<file path="config.mk">
export PLATFORM = sky130hd
export DESIGN_NAME = jtdsp16_pio_mc
export DESIGN_NICKNAME = d
export VERILOG_FILES = /design/src/rtl/jtdsp16_pio_mc.sv
export SDC_FILE = /design/constraint.sdc
export NUM_CORES = 1
export LEC_CHECK = 0
export ABC_AREA = 1
export ABC_CLOCK_PERIOD_IN_PS = 4500
export CELL_PAD_IN_SITES_DETAIL_PLACEMENT = 0
export CELL_PAD_IN_SITES_GLOBAL_PLACEMENT = 1
export CORE_MARGIN = 5
export CORE_UTILIZATION = 35
export CTS_BUF_LIST = sky130_fd_sc_hd__clkbuf_4 sky130_fd_sc_hd__clkbuf_8
export DETAILED_ROUTE_END_ITERATION = 8
export PLACE_DENSITY = 0.76
export SYNTH_ARGS = -nofsm -noshare
export SYNTH_HDL_FRONTEND = slang
export SYNTH_SLANG_ARGS = --single-unit
</file>
<file path="constraint.sdc">
create_clock -name clk -period 4.5 [get_ports clk]
set_clock_uncertainty 0.2 [all_clocks]
set_input_delay 0.9 -clock clk [delete_from_list [all_inputs] [get_ports clk]]
set_output_delay 0.9 -clock clk [all_outputs]
set_load 0.005 [all_outputs]
</file>
<file path="src/rtl/jtdsp16_pio_mc.sv">
// rtl/jtdsp16_pio_mc.sv - multi-channel parallel I/O port with write FIFO, read slot and interrupt latch
module jtdsp16_pio_mc #(
    parameter  int DW     = 16,
    parameter  int NCH    = 2,
    parameter  int FDEPTH = 4,
    localparam int CW     = $clog2(NCH)
) (
    input  logic          clk,
    input  logic          rst,
    input  logic          ph1,
    input  logic [DW-1:0] pbus_in,
    output logic [DW-1:0] pbus_out,
    output logic          pods_n,
    output logic          pids_n,
    output logic [CW-1:0] psel,
    input  logic          irq,
    input  logic          cfg_we,
    input  logic [7:0]    cfg_din,
    input  logic          wr_req,
    input  logic [CW-1:0] wr_ch,
    input  logic [DW-1:0] wr_data,
    output logic          wr_full,
    input  logic          rd_req,
    input  logic [CW-1:0] rd_ch,
    output logic          rd_busy,
    output logic [DW-1:0] rd_dout,
    output logic          rd_done,
    output logic [7:0]    status,
    input  logic          iack,
    output logic          irq_latch
);

    localparam int AW = $clog2(FDEPTH);
    localparam int LW = $clog2(FDEPTH + 1);

    typedef enum logic [1:0] {
        IDLE   = 2'd0,
        SETUP  = 2'd1,
        STROBE = 2'd2,
        HOLD   = 2'd3
    } state_t;

    state_t        state_q, state_d;
    logic [3:0]    cnt_q;
    logic          op_rd_q;
    logic [CW-1:0] psel_q;
    logic [DW-1:0] pbus_q;

    logic [CW-1:0] fifo_ch_q   [FDEPTH];
    logic [DW-1:0] fifo_data_q [FDEPTH];
    logic [AW-1:0] wr_ptr_q, rd_ptr_q;
    logic [LW-1:0] level_q;

    logic          rd_pend_q;
    logic [CW-1:0] rd_ch_q;
    logic [DW-1:0] rd_dout_q;
    logic          rd_done_q;

    logic [7:0]    cfg_q;
    logic          overrun_q;

    logic          irq_q, iack_q, empty_q, irq_latch_q;

    logic          fifo_empty, fifo_full;
    logic          push, pop, start_rd, capture;
    logic          irq_set, iack_fall;
    logic [31:0]   level_w;
    logic [2:0]    level_sat;

    // FIFO flags and the per-cycle events that move data around
    assign fifo_empty = (level_q == '0);
    assign fifo_full  = (level_q == LW'(FDEPTH));
    assign push       = ph1 & wr_req & ~fifo_full;
    assign start_rd   = ph1 & (state_q == IDLE) & rd_pend_q;
    assign pop        = ph1 & (state_q == IDLE) & ~rd_pend_q & ~fifo_empty;
    assign capture    = ph1 & (state_q == STROBE) & (cnt_q == 4'd0) & op_rd_q;

    // FSM state register
    always_ff @(posedge clk or posedge rst) begin
        if (rst) begin
            state_q <= IDLE;
        end else if (ph1) begin
            state_q <= state_d;
        end
    end

    // FSM next state: pending read outranks queued writes when leaving IDLE
    always_comb begin
        state_d = state_q;
        case (state_q)
            IDLE:    if (rd_pend_q || !fifo_empty) state_d = SETUP;
            SETUP:   state_d = STROBE;
            STROBE:  if (cnt_q == 4'd0) state_d = HOLD;
            HOLD:    state_d = IDLE;
            default: state_d = IDLE;
        endcase
    end

    // FSM outputs: only STROBE drives a strobe, direction chosen by the running op
    always_comb begin
        pods_n = 1'b1;
        pids_n = 1'b1;
        if (state_q == STROBE) begin
            if (op_rd_q) pids_n = 1'b0;
            else         pods_n = 1'b0;
        end
    end

    // Transaction datapath: strobe counter, op direction, select and write data
    always_ff @(posedge clk or posedge rst) begin
        if (rst) begin
            cnt_q   <= 4'd0;
            op_rd_q <= 1'b0;
            psel_q  <= '0;
            pbus_q  <= '0;
        end else if (ph1) begin
            if (start_rd) begin
                op_rd_q <= 1'b1;
                psel_q  <= rd_ch_q;
            end else if (pop) begin
                op_rd_q <= 1'b0;
                psel_q  <= fifo_ch_q[rd_ptr_q];
                pbus_q  <= fifo_data_q[rd_ptr_q];
            end
            // stlen is taken at STROBE entry so a mid-transaction cfg write only affects the next one
            if (state_q == SETUP) begin
                cnt_q <= cfg_q[3:0];
            end else if (state_q == STROBE && cnt_q != 4'd0) begin
                cnt_q <= cnt_q - 4'd1;
            end
        end
    end

    // FIFO storage; contents need no reset since the level gates every read
    always_ff @(posedge clk) begin
        if (push) begin
            fifo_ch_q[wr_ptr_q]   <= wr_ch;
            fifo_data_q[wr_ptr_q] <= wr_data;
        end
    end

    // FIFO pointers and level; push and pop together leave the level unchanged
    always_ff @(posedge clk or posedge rst) begin
        if (rst) begin
            wr_ptr_q <= '0;
            rd_ptr_q <= '0;
            level_q  <= '0;
        end else begin
            if (push) wr_ptr_q <= wr_ptr_q + AW'(1);
            if (pop)  rd_ptr_q <= rd_ptr_q + AW'(1);
            case ({push, pop})
                2'b10:   level_q <= level_q + LW'(1);
                2'b01:   level_q <= level_q - LW'(1);
                default: level_q <= level_q;
            endcase
        end
    end

    // Read slot: one outstanding read, freed when its data is captured
    always_ff @(posedge clk or posedge rst) begin
        if (rst) begin
            rd_pend_q <= 1'b0;
            rd_ch_q   <= '0;
            rd_dout_q <= '0;
            rd_done_q <= 1'b0;
        end else if (ph1) begin
            rd_done_q <= capture;
            if (capture) begin
                rd_pend_q <= 1'b0;
                rd_dout_q <= pbus_in;
            end else if (rd_req && !rd_pend_q) begin
                rd_pend_q <= 1'b1;
                rd_ch_q   <= rd_ch;
            end
        end
    end

    // Config register and sticky overrun; a new overrun event beats a same-cycle clear
    always_ff @(posedge clk or posedge rst) begin
        if (rst) begin
            cfg_q     <= 8'd0;
            overrun_q <= 1'b0;
        end else if (ph1) begin
            if (cfg_we) begin
                cfg_q     <= cfg_din;
                overrun_q <= 1'b0;
            end
            if ((wr_req && fifo_full) || (rd_req && rd_pend_q)) begin
                overrun_q <= 1'b1;
            end
        end
    end

    // Interrupt sources compared against their ph1-registered copies
    assign irq_set   = (irq & ~irq_q & cfg_q[4])
                     | (fifo_empty & ~empty_q & cfg_q[5])
                     | (rd_done_q & cfg_q[6]);
    assign iack_fall = ~iack & iack_q;

    // Interrupt latch; set wins over a simultaneous acknowledge
    always_ff @(posedge clk or posedge rst) begin
        if (rst) begin
            irq_q       <= 1'b0;
            iack_q      <= 1'b0;
            empty_q     <= 1'b1;
            irq_latch_q <= 1'b0;
        end else if (ph1) begin
            irq_q   <= irq;
            iack_q  <= iack;
            empty_q <= fifo_empty;
            if (irq_set) begin
                irq_latch_q <= 1'b1;
            end else if (iack_fall) begin
                irq_latch_q <= 1'b0;
            end
        end
    end

    // Status level field saturates at 7 for deep FIFOs
    assign level_w   = 32'(level_q);
    assign level_sat = (level_w > 32'd7) ? 3'd7 : level_w[2:0];

    assign pbus_out  = pbus_q;
    assign psel      = psel_q;
    assign wr_full   = fifo_full;
    assign rd_busy   = rd_pend_q;
    assign rd_dout   = rd_dout_q;
    assign rd_done   = rd_done_q;
    assign irq_latch = irq_latch_q;
    assign status    = {overrun_q, rd_pend_q, fifo_full, fifo_empty, 1'b0, level_sat};

endmodule
</file>
---- Word level (Yosys, flattened, before mapping) ----
Memories as Yosys holds them, arrays and structs flattened. A register that Yosys moved wholly into a read port is not among the register bits.
Index checks and enable logic that the tools add are counted.
word-level totals
  register bits ........................... 46
  latch bits .............................. 0
  bits in writable memories ............... 68
  ROM bits ................................ 0
  input bits .............................. 50
  memories kept ........................... 2
memories
  memory       words  bits a word  read ports  clocked after memory_dff  write ports  line  RTL
  fifo_data_q  4      16           1           1                         1            50    logic [DW-1:0] fifo_data_q [FDEPTH];
  fifo_ch_q    4      1            1           0                         1            49    logic [CW-1:0] fifo_ch_q [FDEPTH];
cells by class
  add/sub/neg operators ................... 5
  multiply operators ...................... 0
  divide/modulo/power cells ............... 0
  magnitude comparators ................... 1
  equal/unequal tests ..................... 8
  shifts and indexed selects .............. 0
  multiplexer cells ....................... 23
  bitwise operators ....................... 25
  reductions and logical operators ........ 28
operators by type and width
  cell                 count
  $mux 1               16
  $and 1x1->1          15
  $reduce_and 2->1     7
  $reduce_bool 2->1    6
  $reduce_and 3->1     3
  $mux 4               2
  $not 1->1            8
  $pmux 2 s4           1
  $eq 2x2->1 const B   3
  $pmux 3 s2           1
  $add 2x1->2 const B  2
  $eq 2x1->1 const B   2
  $logic_and 1x1->1    4
  $logic_not 4->1      1
  $mux 2               2
  $ne 2x1->1 const B   2
  $reduce_bool 4->1    1
  $sub 4x1->4 const B  1
  $add 3x1->3 const B  1
  $eq 3x3->1 const B   1
  $gt 3x3->1 const B   1
  $logic_not 3->1      1
  $mux 3               1
  $sub 3x1->3 const B  1
  other kinds (4)      7

---- Depth between registers and ports, before layout ----
Gate-level depths: netlist of run 1.
  depth in word-level cells ............... 7
  gate-level depth with buffers ........... 13

---- Worst setup path before layout of run 1 ----
Ideal clock, no wire load.
  path type ............................... in2reg
  start point ............................. input ph1
  end point ............................... register level_q[2]
  setup time .............................. 131 ps
  arrival time ............................ 2425 ps
  data required time ...................... 4169 ps
  path slack .............................. 1744 ps
  stages on the path ...................... 12
  path buffers ............................ 2
  path through ............................ buf_4 nand2_2 inv_2 nand3_4 inv_4 buf_8 ha_1 inv_1 fa_1 a21oi_1 o21ai_0 xor2_1
on the way
  cells in the longest elaborated chain, start to end .. 5
  elaborated cells between the ends (all ways) .. 9
  those cells by class .................... eq/ne: 2; mux: 1; bitwise: 5; reduce/logical: 1
RTL lines
  item                                                    line  RTL
  start, declared                                         10    input logic ph1,
  $and 1x1->1 (*) (3 in series)                           75    assign pop = ph1 & (state_q == IDLE) & ~rd_pend_q & ~fifo_empty;
  via pop                                                 65    logic push, pop, start_rd, capture;
  $eq 2x1->1 / $eq 2x2->1 (equally long branches)         151   case ({push, pop})
  $pmux 3 s2 / $reduce_bool 2->1 (equally long branches)  --
  end signal, assigned                                    152   2'b10: level_q <= level_q + LW'(1);
  end signal, assigned                                    153   2'b01: level_q <= level_q - LW'(1);
  end signal, assigned                                    154   default: level_q <= level_q;
  end, declared                                           52    logic [LW-1:0] level_q;
The timed path passes the listed nets; every way through them passes the cells marked *.
A chain may end at the register's enable or synchronous reset.

---- Worst setup path after layout of run 1 ----
  start point ............................. input ph1
  end point ............................... register level_q[2]
on the way
  cells in the longest elaborated chain, start to end .. 5
  elaborated cells between the ends (all ways) .. 9
  those cells by class .................... eq/ne: 2; mux: 1; bitwise: 5; reduce/logical: 1
RTL lines
  item                                                    line
  $and 1x1->1 (3 in series)                               75
  $eq 2x1->1 / $eq 2x2->1 (equally long branches)         151
  $pmux 3 s2 / $reduce_bool 2->1 (equally long branches)  --
Several ways; a longest one is shown, not always the timed one.

==> reports/metrics.cfg, run 1 <==
[worst_setup_path]
worstPathRequired_ns = 4.61
crit_end = level_q[2]
rr_startpoint = state_q[0]
end_kind = flop
cp-start-kind = input port
r2r_end = level_q[2]
startpoint = ph1
arrival_ns = 3.14
rr_worst_depth = 12
crit_fanout = 19
r2r_setup_slack_ns = 1.77
critical_path_class = input port to flop

[power]
internal_power_mw = 2.74
comb_power_share_pct = 33.3
power_leakage_nw = 2.91
power.density_mw_per_mm2 = 595
power_frac_seq_pct = 42.9
switching_share_pct = 33.1
power.share.clock_pct = 23.9
finalPower_mw = 4.10
ir_drop_v = 0.000268
switchingPower_mw = 1.36

[synthesis]
synth_cells = 519
syn_area_per_cell_um2 = 10.4
ys_warn_count = 0
synthesis.area_mm2 = 0.00541
synth_fp_nets = 579
ys_ff_latch = 130
seq_area_frac_synth_pct = 66.4
synth.distinct_cells = 34

[grt]
grt_remaining_overflow = 0
track_usage_pct = 14.0
grt_pass1_vias = 3940
antenna_found_initial = 0
grt_max_degree = 40
grt_pass1_wl_um = 19800

[sta]
slew_headroom_pct = 27.3
max_clock_freq_mhz = 330
setup_ws_ns = 1.47
period_minus_slack_ns = 3.03
fin_crit_sh_pct = 67.3
rsz0062_at_grt = false
worstMarginPinSlew_ns = 1.09
fin_tns_setup_ns = 0
hold_viol = 0
slew_viol_final = 0
setup_violations = 0

[finish]
layout_commonest_cell = nand2_1
drive_gt1_share_pct = 8.60
diodes = 0
nets = 675
final_area_mm2 = 0.00689
finalNonFillerCells = 816
syn_to_final_growth_pct = 27.2
layout_common_cells = nand2_1 (165), clkdlybuf4s50_1 (94), edfxtp_1 (68), dfrtp_1 (61), nor2_1 (59)

[placement]
pre_cts_slack_ns = 0.983
dp_cells = 784
dpl_cell_area_mm2 = 0.00648
place.gp.congestion = 0.739
dp_hpwl_um = 8080
io_buffers = 94

[floorplanning]
die_h_um = 134
io_pins = 97
start_util_pct = 35.6
rows = 45
fp.dieArea_mm2 = 0.0181
die_w_um = 134
core_region_area_mm2 = 0.0152

[drt]
wl_um = 12000
num_vias = 3802
wl_per_cell_um = 14.7
dr.pass1.iters = 4
drc_errors = 0
ant_nets = 0
drtIter0Drc = 253
viasPerCell = 4.66

[min_path]
worstHoldStart = rd_dout[12]
hp-class = flop to flop
hold_depth = 2

[flow_run]
maxCapViolCount = 0

[cts]
cts_tree = yes
insertion_delay_ns = 0.43
root_buffer = clkbuf_8
cts.repair.resized = 0
cts.sinks = 130
postCtsSetupBuffers = 0
clk_pin_slew_ns = 0.07
numCtsBuffers = 17
cts_htree_levels = 4
cts_hold_buf = 0
clockBufferDepth = 2

[status]
status = finished, final reports clean

==> metrics by stage <==
step                util [%]  hold slack (ns)
floorplan                  -            0.243
detailed placement      42.7            0.261
global placement        42.7            0.252
CTS                     45.3            0.279
finish                  45.3            0.276
global route            45.3            0.300
==> sequential cells by signal, summed over array words and instances, names as in the netlist, 2 cells and up <==
| signal | cells |
|---|---|
| cfg_q | 7 |
| cnt_q | 4 |
| fifo_ch_q | 4 |
| fifo_data_q | 64 |
| level_q | 3 |
| pbus_out | 16 |
| rd_dout | 16 |
| rd_ptr_q | 2 |
| state_q | 2 |
| wr_ptr_q | 2 |
==> critical path: stages <==
cell and delay [ns]:
clkdlybuf4s50_1 0.54, nand2_2 0.08, inv_2 0.08, nand3_4 0.23, inv_4 0.28, ha_1 0.18
inv_1 0.06, fa_1 0.38, a21oi_1 0.14, o21ai_0 0.11, xor2_1 0.15
==> area by class of cell <==
cell class | count | area [um^2]
fillers | 1461 | 8320
flip-flops and latches | 130 | 3590
multi-input cells | 331 | 1530
repair buffers | 102 | 1000
clock buffers | 20 | 269
well taps | 188 | 235
clock inverters | 12 | 131
inverters | 33 | 129
==> power groups by stage <==
| stage | Sequential [mW] | Clock (mW) | Combinational [mW] |
|---|---|---|---|
| floorplan | 1.72 | 0 | 0.821 |
| global placement | 1.77 | 0 | 1.35 |
| detailed placement | 1.78 | 0 | 1.39 |
| CTS | 1.76 | 1.01 | 1.40 |
| global route | 1.80 | 1.07 | 1.55 |
| finish | 1.75 | 0.977 | 1.36 |
==> cells in the mapped netlist (all sizes together) <==
| master | number | area (um^2) |
|---|---|---|
| a21boi | 1 | 7.51 |
| clkbuf | 4 | 16.3 |
| ha | 9 | 113 |
| xor2 | 3 | 26.3 |
| nand4 | 3 | 18.8 |
| xnor2 | 1 | 8.76 |
| conb | 1 | 3.75 |
| dfstp | 1 | 26.3 |
| a21oi | 4 | 20.0 |
| nor2 | 61 | 239 |
| dfrtp | 61 | 1530 |
| inv | 33 | 129 |
| buf | 21 | 149 |
| and3 | 1 | 6.26 |
| o21bai | 1 | 7.51 |
| nor3 | 1 | 5.00 |
| edfxtp | 68 | 2040 |
| o21ai | 62 | 310 |
| nand2 | 167 | 637 |
| nand3 | 15 | 103 |
| fa | 1 | 20.0 |
==> how the worst min path moves through the flow <==
stage	endpoint	slack, ns
final	rd_dout[12]	0.28
after global routing	rd_dout[12]	0.30
after CTS	rd_dout[12]	0.28
after detailed placement	rd_dout[12]	0.26
after global placement	rd_dout[1]	0.25
after floorplan	rd_ch_q	0.24
==> kinds of logic (layout without fill, tap and decap cells) <==
logic type | after synthesis | count (layout) | share of synthesized area (%)
other | 1 | 1 | 0.0693
and+or+nand+nor | 248 | 248 | 18.6
AOI/OAI and AO/OA | 68 | 68 | 6.38
buffers and inverters | 58 | 167 | 5.43
xor gates and xnor gates | 4 | 4 | 0.647
DFF | 130 | 130 | 66.4
adders and majority gates | 10 | 10 | 2.45
==> routing by layer <==
layer	up-vias	GRT usage, %	wire length (um)
met2	82	22.9	5840
met5	-	0	0
met1	1833	17.8	5470
met3	7	4.61	579
li1	1880	-	-
met4	0	4.07	106
No activity file was read; power rests on OpenSTA's default activity.
==> run 2, diff against run 1 <==
Settings changed: ABC_CLOCK_PERIOD_IN_PS 4500 to 2700, PLACE_DENSITY 0.76 to 0.79.
Clock period 4.5 ns to 2.7 ns, I/O delays scaled along.
==> reports/metrics.cfg, run 2 (synthesis results as in run 1) <==
[finish]
diodes = 0
layout_commonest_cell = nand2_1
largest_reg_flops = 64
finalNonFillerCells = 823
drive_gt1_share_pct = 9.45
largest-register = fifo_data_q
post-route-util_pct = 46.3
nets = 682
n_fill_cell = 1410
layout_common_cells = nand2_1 (165), clkdlybuf4s50_1 (94), edfxtp_1 (68), dfrtp_1 (61), nor2_1 (59)
register_area_mm2 = 0.00359
syn_to_final_growth_pct = 29.9
multi_input_area_mm2 = 0.00153

[sta]
timing.hold.ws_ns = 0.272
max_clock_freq_mhz = 396
setup_violations = 0
fin_crit_sh_pct = 93.5
hold_viol = 0
period_minus_slack_ns = 2.53
slew_headroom_pct = 59.6
slew_viol_final = 0
rsz0062_at_grt = false
worstMarginPinSlew_ns = 0.605
fin_tns_setup_ns = 0

[drt]
wl_per_cell_um = 14.6
ant_nets = 0
drtIter0Drc = 303
num_vias = 3810
viasPerCell = 4.63
dr.pass1.iters = 4
wl_um = 12000
drc_errors = 0

[power]
finalPower_mw = 7.08
power.density_mw_per_mm2 = 1010
ir_drop_v = 0.000498
power_leakage_nw = 2.98

[grt]
antenna_found_initial = 0
grt_pass1_wl_um = 19800
grt_pass1_vias = 3861
track_usage_pct = 14.2
grt_remaining_overflow = 0
grt_max_degree = 63

[floorplanning]
die_w_um = 134
start_util_pct = 35.6
rows = 45
fp.dieArea_mm2 = 0.0181
core_region_area_mm2 = 0.0152
io_pins = 97
die_h_um = 134

[cts]
cts.repair.resized = 0
root_buffer = clkbuf_8
postCtsSetupBuffers = 0
cts_htree_levels = 4
cts_tree = yes
cts.sinks = 130
insertion_delay_ns = 0.43
numCtsBuffers = 17
clockBufferDepth = 2
cts_hold_buf = 0
clk_pin_slew_ns = 0.08

[placement]
place.gp.congestion = 0.715
dp_hpwl_um = 8140
dp_cells = 791
io_buffers = 94

[flow_run]
maxCapViolCount = 0

[worst_setup_path]
path_cells = inv_1 > ha_1 > nand2_1 > clkdlybuf4s50_1
critical_path_class = flop to output port
cp-start-kind = flop
cpPeakStageDelay_ns = 0.46
end_kind = output port
arrival_ns = 1.79
crit_fanout = 5
worstPathRequired_ns = 1.96
slowest_stage = clkdlybuf4s50_1

[status]
status = finished, final reports clean

[min_path]
hp-class = flop to flop

## run 2: cell count changes in the layout (fill, tap and decap cells not counted), moves of 2 or more
| cell | change |
|---|---|
| clkinvlp_4 | -2 |
| inv_6 | +2 |
| bufinv_16 | +2 |
| clkinv_2 | -2 |
| clkbuf_8 | -2 |
| buf_12 | +4 |
| clkinv_4 | +2 |
| buf_4 | +3 |
## run 2: area by class of cell
| type | instances | share of cell area [%] |
|---|---|---|
| tap | 188 | 3.35 |
| clock buffer | 17 | 3.33 |
| clock inverter | 15 | 2.92 |
| sequential | 130 | 51.1 |
| multi-input combinational | 331 | 21.8 |
| timing repair buffer | 109 | 15.7 |
| inverter | 33 | 1.83 |
## run 2: path summary, 6_finish.rpt
check | start | endpoint | slack (ns) | depth (start not counted)
setup reg to reg | state_q[0] | level_q[2] | 0.36 | 12
hold / removal | rd_dout[4] | rd_dout[4] | 0.27 | 2
setup / recovery | state_q[0] | pids_n | 0.17 | 4
hold reg to reg | rd_dout[4] | rd_dout[4] | 0.27 | 2
max in group asynchronous | rst | empty_q | 1.69 | 3
min in group asynchronous | rst | pbus_out[6] | 0.29 | 3
## run 2: critical path, delay by kind of cell, from the launching register on
family | cells | cell delay, ns
fa+ha+maj | 1 | 0.28
simple gates | 1 | 0.12
flops | 1 | 0.39
buf+inv | 2 | 0.56
## run 2: power breakdown
part	internal, mW	switching [mW]
clock	1.02	0.804
sequential	2.59	0.301
combinational	1.14	1.23
## run 2: stage by stage
step / area (um^2) / worst slack, ns
final: 7030 / 0.174
after global routing: 7030 / 0.0443
after CTS: 7030 / 0.0749
after detailed placement: 6590 / 0.00766
after global placement: 6590 / 0.0134
after floorplan: 5410 / 0.304
## run 2: metal layers
metal	wire length, um	up-vias	global-route usage (%)	share of wire [%]
met5	0	-	0	0
met4	100	0	4.07	0.83
met3	621	8	4.61	5.2
met2	5850	87	23.1	49
met1	5470	1817	18.1	45
li1	-	1898	-	-
==> run 3, diff against run 2 <==
Settings changed: ABC_CLOCK_PERIOD_IN_PS 2700 to 2400, PLACE_DENSITY 0.79 to 0.76.
Clock period 2.7 ns to 2.4 ns, I/O delays scaled along.
==> reports/metrics.cfg, run 3 (synthesis results as in run 1) <==
[placement]
pre_cts_slack_ns = -0.237
dp_cells = 796
dp_hpwl_um = 8350
place.gp.congestion = 0.760
io_buffers = 94

[sta]
max_clock_freq_mhz = 433
period_minus_slack_ns = 2.31
rsz0062_at_grt = false
fin_crit_sh_pct = 96.3
slew_headroom_pct = 61.7
fin_tns_setup_ns = 0
setup_ws_ns = 0.0886
setup_violations = 0
worstMarginPinSlew_ns = 0.573
slew_viol_final = 0
hold_viol = 0

[floorplanning]
die_h_um = 134
die_w_um = 134
io_pins = 97
rows = 45
core_region_area_mm2 = 0.0152
fp.dieArea_mm2 = 0.0181
start_util_pct = 35.6

[cts]
clk_pin_slew_ns = 0.08
cts_htree_levels = 4
cts_tree = yes
root_buffer = clkbuf_8
cts.sinks = 130
cts_hold_buf = 0
numCtsBuffers = 17
clockBufferDepth = 2
insertion_delay_ns = 0.44

[worst_setup_path]
crit_fanout = 3
critical_path_class = flop to output port
startpoint = level_q[1]
worstPathRequired_ns = 1.72
cp-start-kind = flop
arrival_ns = 1.63
end_kind = output port
rr_startpoint = state_q[0]
r2r_setup_slack_ns = 0.15

[flow_run]
maxCapViolCount = 0

[finish]
syn_to_final_growth_pct = 31.5
finalNonFillerCells = 834
diodes = 0
largest_reg_flops = 64
layout_commonest_cell = nand2_1
multi_input_area_mm2 = 0.00156
register_area_mm2 = 0.00360
nets = 693
n_fill_cell = 1410
largest-register = fifo_data_q
layout_common_cells = nand2_1 (164), clkdlybuf4s50_1 (91), edfxtp_1 (68), dfrtp_1 (60), nor2_1 (59)
drive_gt1_share_pct = 12.2

[grt]
grt_pass1_vias = 3981
grt_pass1_wl_um = 19800
grt_remaining_overflow = 0
grt_max_degree = 63
track_usage_pct = 14.1
antenna_found_initial = 0

[drt]
wl_um = 12200
ant_nets = 0
num_vias = 3850
dr.pass1.iters = 5
wl_per_cell_um = 14.6
drc_errors = 0
drtIter0Drc = 193
viasPerCell = 4.62

[status]
status = finished, final reports clean

[power]
ir_drop_v = 0.000687
finalPower_mw = 8.11
power.density_mw_per_mm2 = 1140
power_leakage_nw = 3.03

[min_path]
hp-class = input port to async pin

==> run 3: timing repair <==
| action | CTS | global route |
|---|---|---|
| pin swaps | 1 | 0 |
| endpoints found under the hold margin | 0 | 0 |
| gates resized for setup | 8 | 6 |
| setup endpoints to repair | 5 | 3 |
| buffers inserted | 4 | 2 |
==> run 3: area by class of cell <==
cell class                 count  share of cell area (%)
sequential                   130                    50.5
multi-input combinational    331                    21.9
timing repair buffer         120                    16.2
clock buffer                  20                    3.78
tap                          188                    3.30
clock inverter                12                    2.53
inverter                      33                    1.81
==> run 3: path summary, 6_finish.rpt <==
path,depth (start not counted),endpoint
max,4,status[5]
min,3,pbus_out[14]
max reg2reg,12,level_q[2]
min reg2reg,2,rd_dout[15]
max in group asynchronous,3,empty_q
min in group clk,2,rd_dout[15]
==> run 3: routing by layer <==
layer / GRT usage (%) / share of wire [%] / up-vias
li1: - / - / 1912
met1: 17.5 / 43 / 1827
met2: 23.2 / 49 / 95
met3: 4.13 / 5.9 / 16
met4: 5.49 / 2.0 / 0
met5: 0 / 0 / -
==> run 3: stage by stage <==
stage / utilization [%] / hold WS, ns / cell area [um^2]
detailed placement: 43.3 / 0.266 / 6590
CTS: 46.6 / 0.219 / 7090
floorplan: - / 0.243 / 5410
global route: 46.8 / 0.240 / 7120
global placement: 43.3 / 0.254 / 6590
finish: 46.8 / 0.233 / 7120
==> run 3: critical path, stage by stage (launching register included) <==
cell and delay, ns:
dfrtp_1 0.41, nor2_4 0.13, nand2_2 0.07, inv_2 0.08, clkdlybuf4s50_1 0.50
==> run 3: power by group <==
part | leakage (nW) | internal [mW] | switching [mW] | total [mW]
clock network | 0.223 | 1.20 | 0.866 | 2.07
registers | 1.38 | 2.91 | 0.296 | 3.21
logic | 1.43 | 1.37 | 1.47 | 2.84
total | 3.03 | 5.48 | 2.63 | 8.11
